`config.mk`:
```
export PLATFORM = sky130hd
export DESIGN_NAME = if_fetch
export DESIGN_NICKNAME = d
export VERILOG_FILES = /design/src/rtl/if_fetch.sv
export SDC_FILE = /design/constraint.sdc
export NUM_CORES = 1
export LEC_CHECK = 0
export ABC_AREA = 1
export CORE_ASPECT_RATIO = 0.5
export CORE_MARGIN = 2
export CORE_UTILIZATION = 50
export CTS_CLUSTER_DIAMETER = 30
export DETAILED_ROUTE_END_ITERATION = 10
export DONT_BUFFER_PORTS = 1
export HOLD_SLACK_MARGIN = 0.1
export PLACE_DENSITY = 0.65
export SYNTH_ARGS = -nofsm -noshare
export SYNTH_HDL_FRONTEND = slang
export SYNTH_SLANG_ARGS = --single-unit
```
`constraint.sdc`:
```
create_clock -name clk -period 3.2 [get_ports clk]
set_input_delay 0.64 -clock clk [delete_from_list [all_inputs] [get_ports clk]]
set_output_delay 0.64 -clock clk [all_outputs]
set_load 0.02 [all_outputs]
```
`src/rtl/if_fetch.sv`:
```
// ---------------------------------------------------------------------------
// if_fetch -- instruction-fetch sequencer
//
// Reads the current PC from the PC register and fetches the instruction from
// instruction memory over a req/ack handshake. The instruction is then held
// for the decode stage until decode accepts it. The sequencer also produces
// the single-cycle PCWr strobe that makes the PC register load NPC.
//
// A fetch loop is IDLE -> REQ -> HOLD -> IDLE. With a same-cycle ack and a
// same-cycle ready this takes three cycles per instruction.
//
// Parameters
//   ACK_TIMEOUT  cycles spent in REQ without imem_ack before the request is
//                abandoned (>= 2)
//   CNT_W        width of the timeout counter (2**CNT_W >= ACK_TIMEOUT)
//
// Ports
//   clk         in   1   clock, rising edge
//   rst         in   1   asynchronous reset, active low
//   pc          in   32  current PC from the PC register
//   flush       in   1   redirect: NPC holds a branch/jump target
//   imem_ack    in   1   memory read complete, imem_rdata valid
//   imem_rdata  in   32  memory read data
//   id_ready    in   1   decode accepts if_instr this cycle
//   imem_req    out  1   memory read request
//   imem_addr   out  32  memory read address
//   pc_wr       out  1   PCWr strobe to the PC register (one-cycle pulse)
//   if_instr    out  32  fetched instruction
//   if_pc       out  32  address of if_instr
//   if_valid    out  1   if_instr / if_pc valid
//   fetch_err   out  1   sticky ack-timeout flag, cleared only by reset
// ---------------------------------------------------------------------------
module if_fetch #(
    parameter int ACK_TIMEOUT = 256,
    parameter int CNT_W       = 8
) (
    input  logic        clk,
    input  logic        rst,
    input  logic [31:0] pc,
    input  logic        flush,
    input  logic        imem_ack,
    input  logic [31:0] imem_rdata,
    input  logic        id_ready,
    output logic        imem_req,
    output logic [31:0] imem_addr,
    output logic        pc_wr,
    output logic [31:0] if_instr,
    output logic [31:0] if_pc,
    output logic        if_valid,
    output logic        fetch_err
);

    typedef enum logic [1:0] {
        S_IDLE = 2'd0,
        S_REQ  = 2'd1,
        S_HOLD = 2'd2
    } state_t;

    // Counter value on the last cycle in S_REQ before the request is abandoned.
    localparam logic [CNT_W-1:0] CNT_LAST = CNT_W'(ACK_TIMEOUT - 1);

    state_t            state;
    state_t            state_nx;
    logic [CNT_W-1:0]  cnt;
    logic [CNT_W-1:0]  cnt_nx;
    logic              flush_pend;
    logic              flush_pend_nx;
    logic              imem_req_nx;
    logic [31:0]       imem_addr_nx;
    logic              pc_wr_want;
    logic              pc_wr_nx;
    logic [31:0]       if_instr_nx;
    logic [31:0]       if_pc_nx;
    logic              if_valid_nx;
    logic              fetch_err_nx;

    // State and output registers. Every output is registered. Reset is
    // asynchronous, so an outstanding request drops the moment rst goes low.
    always_ff @(posedge clk or negedge rst) begin
        if (!rst) begin
            state      <= S_IDLE;
            cnt        <= '0;
            flush_pend <= 1'b0;
            imem_req   <= 1'b0;
            imem_addr  <= 32'd0;
            pc_wr      <= 1'b0;
            if_instr   <= 32'd0;
            if_pc      <= 32'd0;
            if_valid   <= 1'b0;
            fetch_err  <= 1'b0;
        end else begin
            state      <= state_nx;
            cnt        <= cnt_nx;
            flush_pend <= flush_pend_nx;
            imem_req   <= imem_req_nx;
            imem_addr  <= imem_addr_nx;
            pc_wr      <= pc_wr_nx;
            if_instr   <= if_instr_nx;
            if_pc      <= if_pc_nx;
            if_valid   <= if_valid_nx;
            fetch_err  <= fetch_err_nx;
        end
    end

    // Next-state and next-output logic. Every register holds by default and
    // pc_wr is only requested here; the final strobe is shaped below.
    always_comb begin
        state_nx      = state;
        cnt_nx        = cnt;
        flush_pend_nx = flush_pend;
        imem_req_nx   = imem_req;
        imem_addr_nx  = imem_addr;
        pc_wr_want    = 1'b0;
        if_instr_nx   = if_instr;
        if_pc_nx      = if_pc;
        if_valid_nx   = if_valid;
        fetch_err_nx  = fetch_err;

        unique case (state)
            S_IDLE: begin
                if (flush) begin
                    // Redirect while idle: load the target, then fetch it.
                    pc_wr_want = 1'b1;
                end else if (pc_wr) begin
                    // The PC register loads NPC on this edge; sampling pc now
                    // would see the stale value, so wait one cycle.
                end else begin
                    imem_addr_nx = pc;
                    imem_req_nx  = 1'b1;
                    cnt_nx       = '0;
                    state_nx     = S_REQ;
                end
            end

            S_REQ: begin
                // A request is never withdrawn; a flush during the transaction
                // is remembered and applied when it finishes.
                if (flush) begin
                    flush_pend_nx = 1'b1;
                end

                if (imem_ack) begin
                    imem_req_nx = 1'b0;
                    pc_wr_want  = 1'b1;
                    if (flush || flush_pend) begin
                        // Wrong-path data: drop it and let PC take the target.
                        flush_pend_nx = 1'b0;
                        state_nx      = S_IDLE;
                    end else begin
                        if_instr_nx = imem_rdata;
                        if_pc_nx    = imem_addr;
                        if_valid_nx = 1'b1;
                        state_nx    = S_HOLD;
                    end
                end else if (cnt == CNT_LAST) begin
                    // Memory never answered. Without a pending redirect PC is
                    // left alone so the same address is fetched again.
                    imem_req_nx   = 1'b0;
                    fetch_err_nx  = 1'b1;
                    pc_wr_want    = flush || flush_pend;
                    flush_pend_nx = 1'b0;
                    state_nx      = S_IDLE;
                end else begin
                    cnt_nx = cnt + 1'b1;
                end
            end

            S_HOLD: begin
                // Flush wins over id_ready: the held instruction is wrong-path.
                if (flush) begin
                    if_valid_nx = 1'b0;
                    pc_wr_want  = 1'b1;
                    state_nx    = S_IDLE;
                end else if (id_ready) begin
                    if_valid_nx = 1'b0;
                    state_nx    = S_IDLE;
                end
            end

            default: begin
                state_nx = S_IDLE;
            end
        endcase
    end

    // pc_wr is a single-cycle pulse. A second request arriving while the
    // strobe is already high is merged with it: the PC register is loading
    // NPC on that same edge, and a flush means NPC already holds the target.
    always_comb begin
        pc_wr_nx = pc_wr_want & ~pc_wr;
    end

endmodule

```
==> Yosys cells after proc, flatten, opt, wreduce, memory -nomap -nowiden <==
Index checks and enable logic that the tools add are counted.
{ "totals": {"out_inout_bits": 100, "word_cells": 70, "register_bits": 111, "input_bits": 69} }
{ "classes": {"muxes": 31, "add_sub_neg": 1, "n_reduce_logical": 12, "eq_ne": 11, "bitwise": 5} }
{ "op_table": {"columns": ["cell", "count"], "rows": [
  ["8-bit two-way mux", 4],
  ["8-bit one-hot mux with 2 select lines", 1],
  ["1-bit two-way mux", 15],
  ["2-bit two-way mux", 7],
  ["2-bit != test, second input constant", 6],
  ["4-bit AND reduction", 3],
  ["3-bit AND reduction", 3],
  ["8-bit by 1-bit adder with 8-bit output, second input constant", 1],
  ["8-bit == test, second input constant", 1],
  ["3-bit != test, second input constant", 2],
  ["1-bit one-hot mux with 2 select lines", 3],
  ["2-bit one-hot mux with 3 select lines", 1],
  ["5-bit AND reduction", 1],
  ["1-bit inverter", 4],
  ["2-bit nonzero test", 2],
  ["2-bit by 1-bit == test with 1-bit output, second input constant", 1],
  ["2-bit == test, second input constant", 1],
  ["2-bit logical NOT", 1],
  ["2-bit OR reduction", 1],
  ["1-bit bitwise AND", 1],
  ["1-bit logical OR", 1]
]} }

==> Longest topological paths before layout <==
{ "depth": {"ltp_word": 5, "mapped_depth": 9, "depth_no_buf": 8} }

==> Worst setup path before layout <==
No wires, ideal clock.
{ "synth_path": {"path_type": "input port to flip-flop", "from": "input flush", "to": "register if_pc[21]", "arrival_time_ns": 1.285, "setup_ns": 0.121, "path_stages": 6, "path_slack_ns": 1.794, "n_path_buf": 2, "required_time_ns": 3.079, "path_cell_list": "nor2_2 nand3_4 buf_6 buf_6 nand2_1 o21ai_1"} }
{ "synth_via": {"elab_chain_len": 3} }
{ "synth_lines": {"columns": ["element", "line", "rtl"], "rows": [
  ["start, declared", "40", "input logic flush,"],
  ["1-bit logical OR", "145", "if (flush || flush_pend) begin"],
  ["1-bit inverter (no line)", null, null],
  ["3-bit AND reduction (no line)", null, null],
  ["end signal, assigned", "99", "if_pc <= if_pc_nx;"],
  ["end, declared", "48", "output logic [31:0] if_pc,"]
]} }
No other way between the ends.
A chain may end at the register's enable or synchronous reset.

==> Final worst setup path <==
{ "layout_path": {"from": "register pc_wr", "to": "register imem_addr[8]"} }
{ "layout_via": {"elab_chain_len": 2} }
{ "layout_lines": {"columns": ["element", "line", "rtl"], "rows": [
  ["start, declared", "46", "output logic pc_wr,"],
  ["start signal, assigned", "97", "pc_wr <= pc_wr_nx;"],
  ["1-bit inverter (no line)", null, null],
  ["3-bit AND reduction (no line)", null, null],
  ["end signal, assigned", "96", "imem_addr <= imem_addr_nx;"],
  ["end, declared", "45", "output logic [31:0] imem_addr,"]
]} }
No other way between the ends.

==> key figures <==
Clock tree
  – Worst skew pair latency: 0.34 ns
  – CTS tree: built
  – Num CTS Buffers: 9
  – Post-CTS setup buffers: 0
  – Deepest clock path buffer count: 2
  – Clock transition at path regs: 0.07 ns
  – CTS root buf: clkbuf_16
  – H-tree levels: 3
  – Clock tree sinks: 111
  – PostCTS Resize Cnt: 0

Synth
  – Register bit count reported by yosys: 111
  – Post-synth cell types: 23
  – Yosys warns: 0
  – Post-Synthesis Cells: 476
  – Cell Area, Synth: 4589 um^2
  – Area share of the largest cell type after synthesis: 60.52%
  – Synth area leaders: dfrtp_1 61%, nand2_1 7.7%, o21ai_2 6.9%
  – Syn_area_per_cell: 9.642 um^2
  – Synth area leader: dfrtp_1
  – Post-synthesis sequential area ratio: 60.52%
  – Post-synth net total: 546

STA
  – Relative slew slack: 42.87%
  – Hold slack: -0.01086 ns
  – Final setup viols: 0
  – Crit path time final: 1.807 ns
  – Clk_skew: 0.008667 ns
  – RSZ-0062 raised after global routing: no
  – F_max: 553.4 MHz
  – Final period util: 56.47%
  – Final Max Tran Viols: 0
  – Fin Setup TNS: 0 ns
  – Worst slew pin tran: 0.8539 ns
  – Hold Vio Cnt, Final: 26

Cells and area
  – Most frequent cells in the layout: 111 x dfrtp_1, 94 x nand2_1, 77 x inv_1
  – Design area: 4881 um^2
  – Area grow syn2layout: 6.352%
  – # fillers: 819
  – N_diodes: 0
  – Fraction of layout cells with a size suffix above 1: 13.11%
  – Nets: 538
  – Final Util: 55.47%
  – Most common cell after layout, fill and taps aside: dfrtp_1

GRT
  – Antenna violations before repair: 0
  – GRT overflow: 0
  – Tot GR Track Use: 18.32%
  – First-pass GRT wire length: 14540 um
  – Largest net degree at the start of global routing: 115
  – Vias in the first global route: 2868

Placement
  – Placer Congestion: 0.7853
  – HPWL after detailed placement: 5977 um
  – Post-Place Cell Area: 4588 um^2
  – PortBufs: 0

Worst setup path
  – Largest fanout on the critical path: 48
  – Crit Path Class: flip-flop to flip-flop
  – Critical Path End Type: flip-flop
  – Startpoint Class: flip-flop
  – Critical Path RT: 3.46 ns
  – Worst EP arrival: 2.07 ns

Drt
  – Avg WL per Cell: 14.91 um
  – Via density: 4.876
  – Antenna viol nets, final: 0
  – DRT Wirelength: 8796 um
  – Initial DRC count: 145
  – DRT Pass-1 Iters: 4
  – # DRC: 0
  – Vias: 2877

Die
  – Core Area: 8798 um^2
  – Num ports: 169
  – Die extent in y: 71.75 um
  – Site row count: 24
  – Die Wd: 139.5 um
  – Die area: 10010 um^2
  – Initial core utilization: 52.16%

Run status
  – Outcome: finished with violations
  – Failing checks: negative hold slack

Pwr
  – Worst vdd ir: 411.0 uV
  – Pwr dens: 1116 nW/um^2
  – Leak pwr: 0.002540 uW

Run
  – Number of max-cap violations: 0

Worst hold path
  – HP Class: primary input to async pin
-- synthesized netlist by cell type --
library cell / instances
xnor2_1: 1
a21oi_1: 34
buf_2: 8
nand4_1: 2
nand3_4: 1
dfrtp_1: 111
o21ai_0: 7
inv_1: 77
nand2_1: 94
o21ai_1: 28
o21ai_2: 36
ha_1: 1
inv_2: 2
xor2_1: 1
nand3_1: 13
clkbuf_1: 2
nor2_1: 40
o22ai_1: 1
o21bai_1: 1
nand2_4: 1
nand2_2: 1
nor2_2: 2
buf_6: 12
-- state kept, by name, indices dropped and copies added, names as in the netlist, 2 cells and up --
name,flops
cnt,8
imem_addr,32
state,2
if_pc,32
if_instr,32
-- per-stage QoR --
stage          total power, uW  setup WS (ns)  std cells
6_report                  5445          1.393        590
3_5_place_dp              4433          1.258        574
2_1_floorplan             4143          1.794        476
4_1_cts                   5521          1.361        590
5_1_grt                   5818          1.145        590
3_3_place_gp              4378          1.277        574
-- cell type report --
type | instances | area [um^2] | area share [%]
inverters | 79 | 296.5 | 6.075
well taps | 117 | 146.4 | 2.999
flip-flops and latches | 111 | 2778 | 56.91
clock inverters | 5 | 40.04 | 0.8203
repair buffers | 3 | 35.03 | 0.7178
clock buffers | 11 | 252.7 | 5.178
multi-input cells | 264 | 1333 | 27.30
-- worst paths after layout --
kind	cells after the start	slack, ns	to	from
setup / recovery	5	1.39	imem_addr[8]$_DFFE_PN0P_	pc_wr$_DFF_PN0_
hold / removal	0	-0.01	if_pc[18]$_DFFE_PN0P_	rst
setup reg to reg	5	1.39	imem_addr[8]$_DFFE_PN0P_	pc_wr$_DFF_PN0_
hold reg to reg	1	0.54	cnt[0]$_DFFE_PN0P_	cnt[0]$_DFFE_PN0P_
max in group asynchronous	0	3.02	if_instr[5]$_DFFE_PN0P_	rst
min in group clk	2	0.42	if_instr[3]$_DFFE_PN0P_	imem_rdata[3]
-- layer usage --
metal / up-vias / wire (um) / part of all wire [%] / global-route usage (%)
met4: 0 / 124 / 1.4 / 5.499
li1: 1457 / - / - / -
met3: 13 / 697 / 7.9 / 6.885
met1: 1320 / 3868 / 44 / 23.36
met2: 87 / 4106 / 47 / 29.74
met5: - / 0 / 0 / 0
-- cell families after synthesis --
kind of cell             share of synthesized area [%]
AND/OR/NAND/NOR                                  13.69
flip-flops                                       60.52
AO/OA/AOI/OAI                                    14.69
buffers and inverters                            10.44
XOR/XNOR                                        0.3817
adder cells (fa/ha/maj)                         0.2726
-- power breakdown --
part           internal, uW  switching (uW)
Sequential             2030            1240
Clock                   575             501
Combinational           427             668
Total                  3040            2410
-- worst max-delay path, stage by stage (launching register included) --
cell     delay (ns)
dfrtp_1        0.50
nor2_1         0.10
nand2_2        0.64
buf_4          0.31
nor2_1         0.05
a21oi_1        0.12
(Power assumes the default switching activity.)
